==> src/rtl/matrix_loader.sv <==
// matrix_loader: assembles big-endian 16-bit words from a host byte stream and
// writes matrix A then matrix B row-major into the shared data memory, then
// pulses new_data to start the systolic array.
//
// Byte handshake: a byte moves only in a cycle where rx_valid && rx_ready are
// both high at the rising edge; rx_ready is a registered flag that is high only
// in RX_HI/RX_LO, and rx_valid may drop for any number of cycles without loss.
module matrix_loader #(
  parameter int WIDTH = 16
) (
  input  logic                    clk,
  input  logic                    rst,
  input  logic                    load_start,
  input  logic [11:0]             addr_A,
  input  logic [11:0]             addr_B,
  input  logic [8:0]              n,
  input  logic [7:0]              rx_data,
  input  logic                    rx_valid,
  output logic                    rx_ready,
  output logic [11:0]             mem_addr,
  output logic signed [WIDTH-1:0] mem_data,
  output logic                    mem_wren,
  output logic                    busy,
  output logic                    new_data,
  output logic                    load_error,
  output logic [17:0]             words_loaded
);

  typedef enum logic [2:0] {
    S_IDLE, S_CHECK, S_RX_HI, S_RX_LO, S_WRITE, S_DONE
  } state_t;

  state_t           state_q, state_d;
  logic [11:0]      addr_a_q, addr_a_d;
  logic [11:0]      addr_b_q, addr_b_d;
  logic [8:0]       n_q, n_d;
  logic [17:0]      nn_q, nn_d;
  logic [7:0]       hi_q, hi_d;
  logic [11:0]      mem_addr_q, mem_addr_d;
  logic [WIDTH-1:0] mem_data_q, mem_data_d;
  logic             load_error_q, load_error_d;
  logic [17:0]      words_q, words_d;
  logic             rx_ready_q, rx_ready_d;
  logic             mem_wren_q, mem_wren_d;
  logic             busy_q, busy_d;
  logic             new_data_q, new_data_d;

  logic [18:0]      end_a, end_b, total_words;
  logic             params_bad;
  logic             last_word;
  logic [11:0]      word_addr;

  // Parameter validation and word-address generation from latched values
  always_comb begin
    end_a       = {7'd0, addr_a_q} + {1'b0, nn_q};
    end_b       = {7'd0, addr_b_q} + {1'b0, nn_q};
    total_words = {nn_q, 1'b0};
    // Regions [A, A+nn) and [B, B+nn) overlap when each starts before the other ends
    params_bad  = (n_q == 9'd0) ||
                  (end_a > 19'd4096) || (end_b > 19'd4096) ||
                  (({7'd0, addr_a_q} < end_b) && ({7'd0, addr_b_q} < end_a));
    last_word   = (({1'b0, words_q} + 19'd1) == total_words);
    // 12-bit modular arithmetic is exact here because CHECK rejects wrapping
    if (words_q < nn_q) word_addr = addr_a_q + words_q[11:0];
    else                word_addr = addr_b_q + (words_q[11:0] - nn_q[11:0]);
  end

  // Next-state and next-output logic
  always_comb begin
    state_d      = state_q;
    addr_a_d     = addr_a_q;
    addr_b_d     = addr_b_q;
    n_d          = n_q;
    nn_d         = nn_q;
    hi_d         = hi_q;
    mem_addr_d   = mem_addr_q;
    mem_data_d   = mem_data_q;
    load_error_d = load_error_q;
    words_d      = words_q;
    unique case (state_q)
      S_IDLE: begin
        if (load_start) begin
          addr_a_d     = addr_A;
          addr_b_d     = addr_B;
          n_d          = n;
          nn_d         = {9'd0, n} * {9'd0, n};
          load_error_d = 1'b0;
          words_d      = 18'd0;
          state_d      = S_CHECK;
        end
      end
      S_CHECK: begin
        if (params_bad) begin
          load_error_d = 1'b1;
          state_d      = S_IDLE;
        end else begin
          state_d      = S_RX_HI;
        end
      end
      S_RX_HI: begin
        if (rx_valid && rx_ready_q) begin
          hi_d    = rx_data;
          state_d = S_RX_LO;
        end
      end
      S_RX_LO: begin
        if (rx_valid && rx_ready_q) begin
          mem_data_d = {hi_q, rx_data};
          mem_addr_d = word_addr;
          state_d    = S_WRITE;
        end
      end
      S_WRITE: begin
        words_d = words_q + 18'd1;
        state_d = last_word ? S_DONE : S_RX_HI;
      end
      S_DONE: begin
        state_d = S_IDLE;
      end
      default: begin
        state_d = S_IDLE;
      end
    endcase
    // Status flags are registered decodes of the next state
    rx_ready_d = (state_d == S_RX_HI) || (state_d == S_RX_LO);
    mem_wren_d = (state_d == S_WRITE);
    busy_d     = (state_d != S_IDLE);
    new_data_d = (state_d == S_DONE);
  end

  // State and output registers with synchronous reset
  always_ff @(posedge clk) begin
    if (rst) begin
      state_q      <= S_IDLE;
      addr_a_q     <= 12'd0;
      addr_b_q     <= 12'd0;
      n_q          <= 9'd0;
      nn_q         <= 18'd0;
      hi_q         <= 8'd0;
      mem_addr_q   <= 12'd0;
      mem_data_q   <= '0;
      load_error_q <= 1'b0;
      words_q      <= 18'd0;
      rx_ready_q   <= 1'b0;
      mem_wren_q   <= 1'b0;
      busy_q       <= 1'b0;
      new_data_q   <= 1'b0;
    end else begin
      state_q      <= state_d;
      addr_a_q     <= addr_a_d;
      addr_b_q     <= addr_b_d;
      n_q          <= n_d;
      nn_q         <= nn_d;
      hi_q         <= hi_d;
      mem_addr_q   <= mem_addr_d;
      mem_data_q   <= mem_data_d;
      load_error_q <= load_error_d;
      words_q      <= words_d;
      rx_ready_q   <= rx_ready_d;
      mem_wren_q   <= mem_wren_d;
      busy_q       <= busy_d;
      new_data_q   <= new_data_d;
    end
  end

  assign rx_ready     = rx_ready_q;
  assign mem_addr     = mem_addr_q;
  assign mem_data     = mem_data_q;
  assign mem_wren     = mem_wren_q;
  assign busy         = busy_q;
  assign new_data     = new_data_q;
  assign load_error   = load_error_q;
  assign words_loaded = words_q;

endmodule

==> config.mk <==
export PLATFORM = sky130hd
export DESIGN_NAME = matrix_loader
export DESIGN_NICKNAME = d
export VERILOG_FILES = /design/src/rtl/matrix_loader.sv
export SDC_FILE = /design/constraint.sdc
export NUM_CORES = 1
export LEC_CHECK = 0
export BUFFER_PORTS_ARGS = -buffer_cell sky130_fd_sc_hd__clkbuf_2
export CORE_ASPECT_RATIO = 1.4
export CORE_UTILIZATION = 35
export CTS_CLUSTER_DIAMETER = 50
export CTS_CLUSTER_SIZE = 16
export DETAILED_ROUTE_END_ITERATION = 8
export PLACE_DENSITY_LB_ADDON = 0.3
export RECOVER_POWER = 100
export SLEW_MARGIN = 20
export SYNTH_ARGS = -nofsm -noshare
export SYNTH_HDL_FRONTEND = slang
export SYNTH_SLANG_ARGS = --single-unit
==> constraint.sdc <==
create_clock -name clk -period 4.52 [get_ports clk]
set_clock_uncertainty 0.05 [all_clocks]
set_input_delay 0.678 -clock clk [delete_from_list [all_inputs] [get_ports clk]]
set_output_delay 0.678 -clock clk [all_outputs]
set_load 0.05 [all_outputs]
==> results of run 1 <==
[per-layer routing]
metal,vias up,share of wire [%],track usage [%]
met1,4384,42,22.6
met5,-,0,0
met3,51,3.1,2.25
met2,180,51,35.7
met4,0,4.0,8.85
li1,4640,-,-
[cell usage in the layout, fill, tap and decap left out, types with 7 or more instances in the layout]
cell	netlist	routed
and2_1	37	29
nand4_1	8	8
clkbuf_16	0	9
nor2b_1	17	17
or3_1	7	7
nor2_1	67	65
ha_1	120	119
clkbuf_1	48	54
nor3_1	28	28
a21oi_1	128	126
dfxtp_1	111	111
clkbuf_2	0	41
a21o_1	15	15
o21ai_0	50	47
a311oi_1	7	7
buf_4	0	51
o21a_1	9	9
nand2b_1	7	7
xnor2_1	55	55
a31oi_1	12	12
inv_1	120	118
nor4_1	8	8
fa_1	45	44
nand2_1	184	184
and3_1	14	14
mux2i_1	22	22
xor2_1	21	21
nand3_1	32	32
[sequential cells by signal, indices dropped and copies added, names as in the netlist]
register      cells
mem_wren          1
rx_ready          1
load_error        1
state_q           3
addr_a_q         12
hi_q              8
nn_q             16
busy              1
mem_addr         12
mem_data         16
n_q               9
addr_b_q         12
words_loaded     18
new_data          1
[critical path, delay by kind of cell]
family                     cells  cell delay [ps]
adders and majority gates      5             2250
buffers and inverters          5              470
and+or+nand+nor                2              390
AOI/OAI and AO/OA              5              570
xor gates and xnor gates       1              160
[per-stage QoR]
stage	setup TNS (ps)	area, um2	util, %
after detailed placement	-1390	11400	39.9
after CTS	0	11700	41.0
after floorplan	-5.85	10300	-
final	0	11600	40.7
after global placement	-1180	11400	39.9
after global routing	0	11600	40.7
[path summary, 6_finish.rpt]
kind                  to  slack [ps]  cells after the start
max             nn_q[14]         200                     18
min          mem_data[8]         400                      2
max reg2reg         busy         370                     14
min reg2reg  mem_data[8]         400                      2
[cell families after synthesis]
logic type	after synthesis	synth area share, %
muxes	24	2.37
adders and majority gates	165	23.5
xor gates and xnor gates	76	6.50
AOI/OAI and AO/OA	297	18.5
DFF	111	21.7
buffers and inverters	176	6.61
and+or+nand+nor	441	20.8
[area by class of cell]
cell class                 count  area (um2)
fill                        2969       16900
multi-input combinational   1003        7400
sequential                   111        2220
timing repair buffer         147         796
tap                          375         469
inverter                     120         450
clock buffer                  10         239
clock inverter                 6        70.1
[power by group through the flow]
stage | Sequential [mW] | Clock, mW | Combinational (mW)
after floorplan | 1.16 | 0 | 1.94
after CTS | 1.17 | 0.871 | 2.65
after detailed placement | 1.19 | 0 | 2.63
after global routing | 1.18 | 0.903 | 2.98
final | 1.17 | 0.845 | 2.62
after global placement | 1.19 | 0 | 2.58
==> impl_results.md, run 1 <==
* Synth top cells by count: 184 x nand2_1, 128 x a21oi_1, 120 x ha_1, 120 x inv_1, 111 x dfxtp_1
* Synth top area share at 21.7%
* I/O Buffers at 95
* Period utilization at 95.5%
* Critical Path Max Stage Delay at 520 ps
* Combinational share of power at 56.6%
* Post-DR wirelength/cell at 16.1 um
* Post-Layout Cell Count at 1,772
* Gr ovfl total at 0
* Crit-path slowest cell: fa_1
* Status: finished, violations left
* Clk buf depth at 2
* Final Hold Vio Count at 0
* Post-synthesis cell area at 10,200 um2
* Vias in the first global route at 9,232
* Worst Setup Slack, final at 201 ps
* Crit-path most repeated cell: fa_1
* Starting Density at 35.8%
* # setup viols final at 0
* RSZ-0062 raised after global routing: false
* Fin crit period at 4320 ps
* Max IR drop VDD at 0.202 mV
* Syn_nets at 1,500
* Worst rel slew slack at -36.6%
* DRT Pass-1 Iters at 4
* CP Launch Type: primary input
* WL final at 28.6 mm
* Synth area leaders: dfxtp_1 22%, ha_1 15%, fa_1 8.8%
* Die footprint at 29,900 um2
* HPWL after detailed placement at 22.7 mm
* Largest area contributor in the netlist: dfxtp_1
* DIE WIDTH at 147 um
* Final net count at 1,602
* Critical path arrival at 4530 ps
* Clock-pin transition on the worst setup and hold timing paths at 90 ps
* H-tree levels at 3
* Most numerous cell in the Yosys netlist: nand2_1
* Max-Cap Viols at 1
* Hold WC Path Type: flop to flop
* Routability congestion estimate at 0.825
* PwrDens at 398 nW/um2
* Share of post-route cells with drive strength above 1 at 11.2%
* Failing checks: capacitance limit, slew limit
* Ys async rst share at 0%
* Reg2reg start: addr_a_q[5]
* Overall Power at 4.64 mW
* Hold Slack at 404 ps
* Top FF cell, synth: dfxtp_1
* Setup crit start: n[2]
* Boundary pin count at 96
* CORE AREA at 28,600 um2
* Clock power frac at 18.2%
* CTS Buf Count at 9
* Chip height at 204 um
* Initial antenna violation count at 0
* Setup CP Type: primary input to flop
* Final Max Tran Viols at 55
* Fmax at 232 MHz
* Hold_sp: hi_q[0]
* CTS tree: built
* DRC at 0
* Net switching power at 1.97 mW
* # clock sinks at 111
* Worst skew pair latency at 370 ps
* Post-synth EDFFs at 0
* Post-Place Setup Slack at -269 ps
* Initial detailed-routing violation count at 428
* Pin count of the biggest net entering global routing at 67
* Synth Instances at 1,290
* Tot GR Track Use at 19.5%
* Yosys Warn Count at 0
* First-pass GRT wire length at 46.4 mm
* Synth cell types at 73
* Post-CTS sizing at 0
* Worst Path Max Fanout at 5
* # diodes at 0
* Leakage power at 5.04 nW
* Row Count at 73
* Crit. End Element: flop
* Inst Count DP at 1,756
* Seq/Total Area, Yosys at 21.7%
* Number of buffers added for setup after CTS at 0
* Crit path cell chain: buf_2 -> buf_4 -> and2_4 -> fa_1 -> fa_1 -> inv_1 -> fa_1 -> inv_1 -> fa_1 -> ha_1 -> inv_2 -> a21oi_2 -> o21ai_2 -> a21boi_1 -> or2_4 -> a211oi_2 -> xor2_1 -> o21ai_1
* Seq pwr share at 25.2%
* Sw Ratio at 42.5%
* CTS Hold Bufs at 0
* Critical Path RT at 4730 ps
* Antenna viol nets, final at 0
* Vias after detailed routing at 9,255
* Cell-internal power at 2.67 mW
* Vias per cell at 5.22
* Root Buffer: clkbuf_16
* P&R area growth vs syn at 13.8%
* Register bit total from synthesis at 111
* Syn avg cell area at 7.93 um2
* Worst slew pin tran at 2050 ps
Note: power is estimated with default switching activity, not from simulation.
==> inputs of run 2 (changes only) <==
Settings changed: CELL_PAD_IN_SITES_DETAIL_PLACEMENT set to 1, CELL_PAD_IN_SITES_GLOBAL_PLACEMENT set to 1, PLACE_DENSITY set to 0.71, PLACE_DENSITY_LB_ADDON 0.3 to not set.
Clock period 4.52 ns to 5.4 ns, I/O delays scaled along.
==> run 2 against run 1 <==
  * The run still ends with capacitance limit, slew limit left
  * Non-clock buffer count is 32 lower
  * Die area stayed put
  * Worst hold slack worse by 4.9 ps
  * Sequential share of layout area is 0.57 points higher
  * Critical endpoint is now nn_q[17]
  * Highest routed layer unchanged
==> impl_results.md, run 2 (same netlist as run 1, synthesis figures left out) <==
* # setup viols final at 0
* Reg2reg start: nn_q[6]
* Final Core Density at 39.6%
* P&R area growth vs syn at 10.5%
* Period utilization at 91.9%
* Worst skew pair latency at 380 ps
* Setup CP Type: primary input to flop
* Post-Place Setup Slack at -24.1 ps
* Chip height at 204 um
* Cell-internal power at 2.10 mW
* Final Hold Vio Count at 0
* Clock power frac at 18.8%
* I/O Buffers at 95
* # diodes at 0
* HPWL after detailed placement at 24.3 mm
* Initial antenna violation count at 0
* Post-Layout Cell Count at 1,740
* First-pass GRT wire length at 51.3 mm
* Initial detailed-routing violation count at 372
* CTS tree: built
* Boundary pin count at 96
* Gr ovfl total at 0
* Hold path depth at 2
* CP Launch Type: primary input
* CTS Hold Bufs at 0
* Row Count at 73
* Post-CTS sizing at 0
* Crit. End Element: flop
* Max reg flops at 18
* RSZ-0062 raised after global routing: false
* Clock-pin transition on the worst setup and hold timing paths at 80 ps
* Number of buffers added for setup after CTS at 0
* Vias in the first global route at 9,947
* Crit path cell chain: clkbuf_2 -> and2_0 -> fa_1 -> inv_1 -> fa_1 -> inv_1 -> ha_1 -> inv_1 -> fa_1 -> inv_1 -> ha_1 -> a21o_1 -> a21oi_1 -> o21a_1 -> o21ai_0 -> a211oi_1 -> o31ai_1 -> xnor2_1 -> nand2_1 -> a21oi_1
* Crit-path most repeated cell: inv_1
* Antenna viol nets, final at 0
* Seq pwr share at 27.1%
* Final Max Tran Viols at 55
* Die footprint at 29,900 um2
* Worst slew pin tran at 2710 ps
* Hold WC Path Type: flop to flop
* Combinational share of power at 54.2%
* Final net count at 1,570
* Status: finished, violations left
* Fmax at 202 MHz
* DRC at 0
* Vias per cell at 5.35
* Worst rel slew slack at -80.7%
* CTS Buf Count at 9
* R2r setup slk at 760 ps
* Reg2Reg Depth at 13
* Hold endpoint: mem_data[11]
* Net switching power at 1.64 mW
* Root Buffer: clkbuf_16
* DRT Pass-1 Iters at 4
* Inst Count DP at 1,724
* Leakage power at 4.85 nW
* Max IR drop VDD at 0.176 mV
* Worst Setup Slack, final at 439 ps
* Fin crit period at 4960 ps
* Max-Cap Viols at 1
* H-tree levels at 3
* Clk buf depth at 2
* PwrDens at 330 nW/um2
* # clock sinks at 111
* Pin count of the biggest net entering global routing at 67
* R2r endpoint: busy
* Share of post-route cells with drive strength above 1 at 7.77%
* Tot GR Track Use at 21.7%
* Routability congestion estimate at 0.850
* FILL cells at 3,586
* Most frequent cells in the layout: 184 x nand2_1, 128 x a21oi_1, 120 x inv_1, 120 x ha_1, 111 x dfxtp_1
* Worst Path Max Fanout at 11
* Failing checks: capacitance limit, slew limit
* Critical Path Max Stage Delay at 590 ps
* Most common cell after layout, fill and taps aside: nand2_1
* Buf/Inv on CP at 5
* Crit path max-delay family: adder cells
* WL final at 31.0 mm
* Crit-path slowest cell: fa_1
* Hold_sp: hi_q[3]
* Critical path arrival at 5220 ps
* Critical Path RT at 5660 ps
* DIE WIDTH at 147 um
* Sw Ratio at 43.8%
* Post-DR wirelength/cell at 17.8 um
* CORE AREA at 28,600 um2
* Vias after detailed routing at 9,313
* Starting Density at 35.8%
-- run 2: cell count changes in the layout (fill, tap and decap cells not counted), moves of 3 or more --
cell     change
inv_8        -3
o21ai_2      -3
and2_4       -6
and2_1       +6
o21ai_0      +4
buf_4       -33
inv_6        +3
-- run 2: how the worst max path moves through the flow --
stage,from,end,slack [ps],depth (start not counted)
floorplan,n[6],nn_q[14],400,17
global placement,n[1],nn_q[17],80,20
detailed placement,n[1],nn_q[17],-20,20
CTS,n[1],nn_q[17],370,20
global route,n[1],nn_q[17],80,20
finish,n[1],nn_q[17],440,20
-- run 2: metal layers --
metal	wire length, um	share of wire (%)	global-route usage, %
met5	0	0	0
met4	1200	3.9	9.38
met3	690	2.2	2.25
met2	16000	52	40.6
met1	13100	42	24.8
-- run 2: cell type report --
class / count / area (um2) / share of cell area [%]
clock buffer: 10 / 239 / 2.11
clock inverter: 6 / 50.0 / 0.442
inverter: 120 / 450 / 3.98
multi-input combinational: 1003 / 7330 / 64.8
sequential: 111 / 2220 / 19.6
tap: 375 / 469 / 4.15
timing repair buffer: 115 / 553 / 4.89
-- run 2: worst register-to-register path, cell delays in order, from the launching register on --
cell      delay, ps
dfxtp_1         690
ha_1            420
and3_1          220
a221oi_1        430
o21ai_0         310
or4_1           580
ha_1            320
nand3_1          70
nor2_1           90
o31ai_1         100
a22oi_1         190
nor3_1          100
or4_1           640
o311ai_0        340
-- run 2: stage by stage --
step | total power [mW] | setup TNS [ps] | hold slack, ps | area, um2
after floorplan | 2.54 | 0 | 381 | 10200
after global placement | 2.99 | 0 | 387 | 11100
after detailed placement | 3.06 | -24.1 | 399 | 11100
after CTS | 3.78 | 0 | 408 | 11400
after global routing | 4.07 | 0 | 421 | 11300
final | 3.73 | 0 | 399 | 11300
-- run 2: power groups by stage --
stage	Clock, mW	Sequential (mW)	Combinational, mW
floorplan	0	0.973	1.57
global placement	0	1.03	1.97
detailed placement	0	1.03	2.03
CTS	0.723	1.01	2.05
global route	0.750	1.02	2.30
finish	0.700	1.01	2.02
==> inputs of run 3 (changes only) <==
Settings changed: CORE_UTILIZATION 35 to 49, PLACE_DENSITY 0.71 to 0.93.
==> run 3 against run 2 <==
  * The flow still finishes with violations (capacitance limit, slew limit)
  * Flip-flop and latch count stayed put
  * Critical path depth is 1 lower
  * Setup slack worse by 190 ps
  * Clock power is 4.1% higher
  * Non-clock buffer count is 5 lower
  * Die area is 28% lower
  * Sequential share of layout area is 0.30 points higher
  * Highest routed layer unchanged
==> impl_results.md, run 3 (same netlist as run 1, synthesis figures left out) <==
* Status: finished, violations left
* Failing checks: capacitance limit, slew limit
* Seq pwr share at 26.7%
* DRC at 0
* Worst slew pin tran at 1500 ps
* R2r setup slk at 820 ps
* Leakage power at 4.84 nW
* Post-Place Setup Slack at -177 ps
* CTS tree: built
* Crit-path most repeated cell: fa_1
* Setup crit start: n[0]
* Max-Cap Viols at 1
* Clock power frac at 18.8%
* Post-Layout Cell Count at 1,616
* Net switching power at 1.77 mW
* Setup CP Type: primary input to flop
* Final Max Tran Viols at 34
* Sw Ratio at 45.7%
* Worst Setup Slack, final at 246 ps
* CP Launch Type: primary input
* CORE AREA at 20,500 um2
* P&R area growth vs syn at 8.86%
* Most common cell after layout, fill and taps aside: nand2_1
* RSZ-0062 raised after global routing: false
* Buf/Inv on CP at 4
* Vias after detailed routing at 9,975
* # diodes at 0
* Initial antenna violation count at 0
* Post-DR wirelength/cell at 21.4 um
* Post-route cell area at 11,100 um2
* DRT Pass-1 Iters at 5
* Vias per cell at 6.17
* Critical Path RT at 5660 ps
* Worst skew pair latency at 380 ps
* Pin count of the biggest net entering global routing at 66
* Die footprint at 21,500 um2
* I/O Buffers at 95
* Chip height at 173 um
* HPWL after detailed placement at 26.0 mm
* H-tree levels at 3
* CTS Buf Count at 9
* Crit. End Element: flop
* Critical path arrival at 5410 ps
* # setup viols final at 0
* Final Core Density at 54.4%
* WL final at 34.5 mm
* Critical path depth at 19
* Final net count at 1,565
* Crit path cell chain: clkbuf_2 -> and2_0 -> fa_1 -> inv_1 -> fa_1 -> inv_1 -> ha_1 -> inv_1 -> fa_1 -> fa_1 -> nor2b_1 -> o21ai_0 -> a21oi_1 -> o21ai_1 -> a21boi_0 -> or2_2 -> a21oi_1 -> a211o_1 -> o211ai_1
* Reg2reg start: nn_q[6]
* Number of buffers added for setup after CTS at 0
* R2r endpoint: busy
* Worst Path Max Fanout at 10
* Cell-internal power at 2.11 mW
* Crit-path slowest cell: fa_1
* DIE WIDTH at 124 um
* Critical Path Max Stage Delay at 610 ps
* Max IR drop VDD at 0.206 mV
* Vias in the first global route at 10,900
* Inst Count DP at 1,600
* Hold path depth at 2
* Row Count at 62
* Worst rel slew slack at -0.219%
* Gr ovfl total at 0
* Combinational share of power at 54.5%
* Crit path max-delay family: adder cells
* Total Neg Setup Slack at 0 ps
* First-pass GRT wire length at 55.1 mm
* Clk buf depth at 2
* Most frequent cells in the layout: 184 x nand2_1, 128 x a21oi_1, 120 x inv_1, 120 x ha_1, 111 x dfxtp_1
* Tot GR Track Use at 33.4%
* Share of post-route cells with drive strength above 1 at 7.28%
* Routability congestion estimate at 0.866
* PwrDens at 348 nW/um2
* Antenna viol nets, final at 0
* Reg2Reg Depth at 13
* Root Buffer: clkbuf_16
* Period utilization at 95.4%
* # clock sinks at 111
* Initial detailed-routing violation count at 513
* DP Area at 10,900 um2
* Fmax at 194 MHz
* Starting Density at 50.0%
* Hold endpoint: mem_data[7]
* Final Hold Vio Count at 0
* Clock-pin transition on the worst setup and hold timing paths at 90 ps
* Max reg flops at 18
* Hold WC Path Type: flop to flop
* Boundary pin count at 96
* Hold_sp: mem_data[7]
* Fin crit period at 5150 ps
run 3: final cells by class:
| type | count | area [um2] |
|---|---|---|
| multi-input combinational | 1003 | 7320 |
| clock buffer | 9 | 225 |
| inverter | 120 | 450 |
| tap | 256 | 320 |
| sequential | 111 | 2220 |
| clock inverter | 7 | 86.3 |
| timing repair buffer | 110 | 515 |
| fill | 2604 | 9340 |
run 3: worst max-delay path by stage:
stage          endpoint
2_1_floorplan  nn_q[14]
3_3_place_gp   nn_q[17]
3_5_place_dp   nn_q[14]
4_1_cts        nn_q[14]
5_1_grt        nn_q[12]
6_report       nn_q[16]
run 3: tightest hold or removal path, stage by stage, from the launching register on:
cell and delay, ps:
dfxtp_1 320, nand2_1 50, a21oi_1 50
run 3: through the flow:
step	power, mW	hold WS, ps
5_1_grt	4.13	434
3_5_place_dp	3.10	402
6_report	3.88	414
3_3_place_gp	2.92	388
4_1_cts	3.87	415
2_1_floorplan	2.54	381
run 3: per-layer routing:
layer	routed length [um]	up-vias	global-route usage (%)
met4	2630	0	23.3
li1	-	4569	-
met3	1770	185	6.96
met2	17700	348	59.7
met1	12400	4873	33.4
met5	0	-	0
run 3: repair_timing:
item | 4_1_cts | 5_1_grt
resized for setup | 0 | 1
hold buffers | 0 | 0
endpoints found under the setup margin | 0 | 1
run 3: power groups by stage:
stage               Sequential, mW  Clock (mW)  Combinational, mW
finish                        1.04       0.729               2.12
global route                  1.04       0.764               2.33
CTS                           1.03       0.735               2.11
detailed placement            1.05           0               2.05
global placement              1.04           0               1.88
floorplan                    0.973           0               1.57
